**src/rtl/irq_request_latch_pkg.sv**
```systemverilog
// irq_pkg: shared constants and types for the irq_request_latch block.
// The optional sticky lost-edge detector is enabled with IRQ_OVERFLOW_EN.
package irq_pkg;

  localparam int N_REQ   = 4;
  localparam int INDEX_W = $clog2(N_REQ);

  typedef enum logic [1:0] {
    IDLE    = 2'd0,
    ARB     = 2'd1,
    PRESENT = 2'd2
  } irq_state_t;

  typedef logic [N_REQ-1:0]   req_vec_t;
  typedef logic [INDEX_W-1:0] irq_idx_t;

  // One-hot vector selecting the pending bit behind a request index.
  function automatic req_vec_t idx_to_onehot(irq_idx_t idx);
    return req_vec_t'(1) << idx;
  endfunction

endpackage

```
**src/rtl/irq_request_latch_if.sv**
```systemverilog
// Valid/ready handshake carrying the winning request index to the consumer.
interface irq_request_latch_if;
  import irq_pkg::*;

  logic     irq_valid;
  irq_idx_t irq_idx;
  logic     irq_ready;

  modport master (output irq_valid, output irq_idx, input irq_ready);
  modport slave  (input irq_valid, input irq_idx, output irq_ready);

endinterface

```
**src/rtl/irq_request_latch_edge_detect.sv**
```systemverilog
// irq_edge_detect: rising-edge detector for the request lines. prev resets
// to 0, so a line already high at reset release counts as an edge.
module irq_edge_detect
  import irq_pkg::*;
(
  input  logic     clk,
  input  logic     rst_n,
  input  req_vec_t req_in,
  output req_vec_t req_edge
);

  req_vec_t prev;

  // Remember last cycle's request levels.
  always_ff @(posedge clk) begin
    // NOTE: sequential state uses non-blocking assignments so every register
    // samples pre-edge values regardless of block evaluation order.
    if (!rst_n) prev <= '0;
    else        prev <= req_in;
  end

  assign req_edge = req_in & ~prev;

endmodule

```
**src/rtl/irq_request_latch.sv**
```systemverilog
// irq_request_latch: captures request edges into a pending register, exposes
// the masked pending vector to an external priority encoder, and presents the
// encoder's winning index over a valid/ready handshake.
// Optional feature: define IRQ_OVERFLOW_EN to build the sticky overflow flag.
module irq_request_latch
  import irq_pkg::*;
(
  input  logic                   clk,
  input  logic                   rst_n,
  input  req_vec_t               req_in,
  input  req_vec_t               mask,
  output req_vec_t               pend,
  input  irq_idx_t               enc_idx,
  irq_request_latch_if.master    irq,
  output logic                   overflow
);

  irq_state_t state, state_nxt;
  req_vec_t   pending;
  req_vec_t   req_edge;
  req_vec_t   clr_vec;
  irq_idx_t   idx_q;
  logic       accept;

  irq_edge_detect u_edge_detect (
    .clk      (clk),
    .rst_n    (rst_n),
    .req_in   (req_in),
    .req_edge (req_edge)
  );

  assign accept  = (state == PRESENT) && irq.irq_ready;
  assign clr_vec = accept ? idx_to_onehot(idx_q) : '0;

  // Pending register: clear the accepted bit, then OR in new edges.
  always_ff @(posedge clk) begin
    // NOTE: the edge term is applied after the clear, so a new edge on the
    // bit being accepted keeps that bit pending.
    if (!rst_n) pending <= '0;
    else        pending <= (pending & ~clr_vec) | req_edge;
  end

  // Masked bits stay in pending; they are only hidden from the encoder.
  assign pend = pending & ~mask;

  // FSM state register.
  always_ff @(posedge clk) begin
    if (!rst_n) state <= IDLE;
    else        state <= state_nxt;
  end

  // FSM next-state logic.
  always_comb begin
    // NOTE: default first so every path assigns state_nxt and no latch is inferred.
    state_nxt = state;
    unique case (state)
      IDLE:    if (|pend) state_nxt = ARB;
      ARB:     state_nxt = PRESENT;
      PRESENT: if (irq.irq_ready) state_nxt = IDLE;
      default: state_nxt = IDLE;
    endcase
  end

  // Capture the encoder result during ARB; it stays frozen while presented.
  always_ff @(posedge clk) begin
    if (!rst_n)              idx_q <= '0;
    else if (state == ARB)   idx_q <= enc_idx;
  end

  assign irq.irq_valid = (state == PRESENT);
  assign irq.irq_idx   = idx_q;

`ifdef IRQ_OVERFLOW_EN
  logic overflow_q;

  // Sticky flag: an edge arrived on a bit that was already pending and not
  // being cleared this cycle, so one request was lost.
  always_ff @(posedge clk) begin
    if (!rst_n)                                    overflow_q <= 1'b0;
    else if (|(req_edge & pending & ~clr_vec))     overflow_q <= 1'b1;
  end

  assign overflow = overflow_q;
`else
  assign overflow = 1'b0;
`endif

endmodule

```
**src/flat_wrapper.sv**
```systemverilog
// flat-port wrapper written by rule: the top's interface ports become plain ports
module irq_request_latch_flat import irq_pkg::*;
  (clk, rst_n, req_in, mask, pend, enc_idx, overflow, irq_irq_valid, irq_irq_idx, irq_irq_ready);
  irq_request_latch_if irq_i ();
  input  logic clk;
  input  logic rst_n;
  input  req_vec_t req_in;
  input  req_vec_t mask;
  output req_vec_t pend;
  input  irq_idx_t enc_idx;
  output logic overflow;
  output wire logic [$bits(irq_i.irq_valid)-1:0] irq_irq_valid;
  output wire logic [$bits(irq_i.irq_idx)-1:0] irq_irq_idx;
  input wire logic [$bits(irq_i.irq_ready)-1:0] irq_irq_ready;
  assign irq_irq_valid = irq_i.irq_valid;
  assign irq_irq_idx = irq_i.irq_idx;
  assign irq_i.irq_ready = irq_irq_ready;
  irq_request_latch u_core (.clk(clk), .rst_n(rst_n), .req_in(req_in), .mask(mask), .pend(pend), .enc_idx(enc_idx), .irq(irq_i), .overflow(overflow));
endmodule
```
**config.mk**
```make
export PLATFORM = sky130hd
export DESIGN_NAME = irq_request_latch_flat
export DESIGN_NICKNAME = d
export VERILOG_FILES = /design/src/rtl/irq_request_latch_pkg.sv /design/src/rtl/irq_request_latch_if.sv /design/src/rtl/irq_request_latch_edge_detect.sv /design/src/rtl/irq_request_latch.sv /design/src/flat_wrapper.sv
export SDC_FILE = /design/constraint.sdc
export NUM_CORES = 1
export LEC_CHECK = 0
export BUFFER_PORTS_ARGS = -buffer_cell sky130_fd_sc_hd__buf_2
export CAP_MARGIN = 20
export CORE_AREA = 3 3 40 42
export CTS_BUF_LIST = sky130_fd_sc_hd__clkbuf_8
export CTS_CLUSTER_SIZE = 20
export DETAILED_ROUTE_END_ITERATION = 16
export DIE_AREA = 0 0 43 45
export PLACE_DENSITY = 0.75
export SYNTH_ARGS = -nofsm -noshare
export SYNTH_HDL_FRONTEND = slang
export SYNTH_SLANG_ARGS = --single-unit
```
**constraint.sdc**
```tcl
create_clock -name clk -period 1.2 [get_ports clk]
set_input_delay 0.06 -clock clk [delete_from_list [all_inputs] [get_ports clk]]
set_output_delay 0.06 -clock clk [all_outputs]
set_load 0.05 [all_outputs]
```
==> metrics <==
run status finished clean; drt pass-1 iters 1; clock tree from TritonCTS built; worst reg2reg startpoint u_core.state[1]; Syn Nets 62; cell at the slowest stage of the critical path dfxtp_1; WL final 894 um; Final Critical Period 1100 ps; logic depth of the worst register-to-register path 3; total track usage 0.109; number of buffers between clock root and the deepest sink 2; number of different library cells in the post-synthesis netlist 19; Critical Setup Path Class reg2out; Die Width 43 um; Reg-to-Reg End u_core.pending[2]; initial core utilization 0.384; maximum net fanout on the critical path 5; Total Nets Final 84; worst min-delay path category in2reg; clk_lat worst skew 230 ps; # hold bufs at CTS 0; post_cts resized 0; placed cell areas 607 um2; Seq/Total Area, Yosys 0.487; number of cells traversed by the worst hold path 2; detailed-route vias per instance 4.53; dominant combinational cell family by area after synthesis simple AND/OR/NAND/NOR gates; max incr delay on CP 370 ps; post-synthesis to final-layout area growth 34.3%; fin util 0.515; final-report max-slew violation count 0; critical path, cell by cell nor2b_2 > buf_2; port buffer count 19; portion of netlist area occupied by mux cells 0.0406; Detail Route met3 WL 69 um; routed wirelength normalized by instance count 10.5 um; setup slack at placement 120 ps; number of vias after detailed routing 385; final weighted congestion in routability-driven placement 0.664; Antenna Cells 0; pin count of the biggest net entering global routing 13; Worst EP arrival 1040 ps; first-pass GRT wire length 1580 um; post-synthesis simple-gate area fraction 0.325; post-CTS setup-driven buffer insertion count 0; register-to-register path setup slack 120 ps; ratio of cells with drive above 1 in the final layout 0.443; maximum achievable frequency 906 MHz; Die Ht 45 um; post-route clock skew 5.22 ps; final antenna-violating net count 0; clock tree sinks 12; Synth Warn # 0; final std cells w/o fill 85; category of the worst setup path launch point flop; smallest setup slack after layout 96.2 ps; RSZ-0062 raised after global routing no; total congestion overflow after global routing 0; post-route cell area 662 um2; share of the synthesized area in compound gates (AO/OA/AOI/OAI) 0.117; FF+latch count, synth 12; peak supply drop 0.000644 V; placeable core region 1280 um2; total placed cells including tap cells 81; max-cap violation count 0; count of routing violations after the opening detailed-route iteration 0; top layer in use met3; Mapped Avg Cell Area 10.1 um2; kind of capture point of the worst setup path output pin; Synth Cell Area 493 um2; CTS clk-pin slew, worst paths 50 ps; H-tree depth 1; count of endpoints failing setup in the final report 0; io pins 21; period utilization 0.920; vias in the first global route 390; Static Leakage 0.309 nW; Endpoint, Worst Hold u_core.u_edge_detect.prev[0]; DIE AREA 1940 um2; HPWL after detailed placement 732 um; power density of the placed cells 1560 nW/um2; worst hold path startpoint req_in[0]; Remaining DRCs 0; antenna violations before repair 0; arithmetic-cell share of the synthesized area counting full adders, half adders and majority gates 0; root buffer cell clkbuf_8; Met1 Wirelength 439 um; total power draw 1.04 mW; synthesized instance count 49; share of the synthesized netlist area taken by xor and xnor gates 0; count of fill cells added during filler insertion 122; final hold vios 0; met2 wire len 386 um; standard-cell rows 13; Worst Path Required 1140 ps; number of buffers created by CTS 3
-- synthesized netlist by cell type (all sizes together) --
master / instances / area, um2
nor4: 1 / 6.26
mux2i: 2 / 20.0
dfxtp: 12 / 240
a21boi: 3 / 22.5
nor4bb: 1 / 16.3
nor2: 2 / 7.51
clkbuf: 1 / 3.75
nor4b: 1 / 8.76
a21oi: 2 / 10.0
nand2b: 2 / 15.0
buf: 1 / 7.51
and2: 4 / 25.0
and4b: 1 / 10.0
nor2b: 11 / 71.3
o21ai: 2 / 10.0
o21a: 2 / 15.0
conb: 1 / 3.75
-- critical path: cells and delay by family, from the launching register on --
family / cells / cell delay, ps
AND/OR/NAND/NOR: 1 / 170
flip-flops: 1 / 370
buffers and inverters: 1 / 270
-- how the worst max path moves through the flow --
stage                     slack [ps]  cells past startpoint         startpoint                end
after floorplan                  -20                      3  u_core.pending[2]    u_core.state[0]
after global placement           160                      3    u_core.state[1]  u_core.pending[2]
after detailed placement         120                      3    u_core.state[1]  u_core.pending[2]
after CTS                         80                      2    u_core.state[1]      irq_irq_valid
after global routing              50                      2    u_core.state[1]      irq_irq_valid
final                            100                      2    u_core.state[1]      irq_irq_valid
-- power by group --
part	total (mW)	switching (mW)	leakage, nW	internal, mW
Combinational	0.164	0.0977	0.181	0.0665
Sequential	0.449	0.0204	0.0999	0.428
Clock	0.423	0.134	0.0288	0.289
Total	1.04	0.252	0.309	0.784
-- area by class of cell --
cell class / instances / area, um2 / area share
clock buffer: 4 / 55.1 / 0.0832
multi-input combinational: 35 / 251 / 0.380
sequential: 12 / 241 / 0.365
tap: 15 / 18.8 / 0.0284
timing repair buffer: 19 / 95.1 / 0.144
-- through the flow --
stage	hold slack [ps]	setup TNS (ps)
final	32.9	0
after global routing	36.6	0
after floorplan	182	-19.5
after global placement	271	0
after CTS	28.9	0
after detailed placement	275	0
-- cell usage in the layout (no fill, tap or decap) --
master	synthesis	layout
buf_2	0	19
dfxtp_1	12	11
nor2b_1	10	6
nor2b_2	1	5
and2_1	4	4
clkbuf_8	0	4
a21boi_1	3	3
o21a_1	2	2
mux2i_1	2	2
nor2_1	2	2
o21ai_0	2	2
a21oi_1	2	2
nand2b_2	1	1
nand2b_1	1	1
and4b_1	1	1
nor4_1	1	1
nor4b_1	1	1
nor4bb_2	1	1
conb_1	1	1
dfxtp_2	0	1
-- flip-flops by register name (all words and copies together), names as in the netlist --
name / count
u_core.pending: 4
u_core.u_edge_detect.prev: 4
u_core.irq.irq_idx: 2
u_core.state: 2
-- layer usage --
| metal | vias up | track usage |
|---|---|---|
| met1 | 166 | 0.144 |
| met2 | 15 | 0.162 |
| met5 | - | 0 |
| met3 | 0 | 0.0359 |
| met4 | 0 | 0.0542 |
| li1 | 204 | - |
-- logic make-up after synthesis --
family | after synthesis
buffers and inverters | 2
AND/OR/NAND/NOR | 23
flip-flops | 12
AO/OA/AOI/OAI | 9
other | 1
multiplexers | 2
Note: power is estimated with default switching activity, not from simulation.
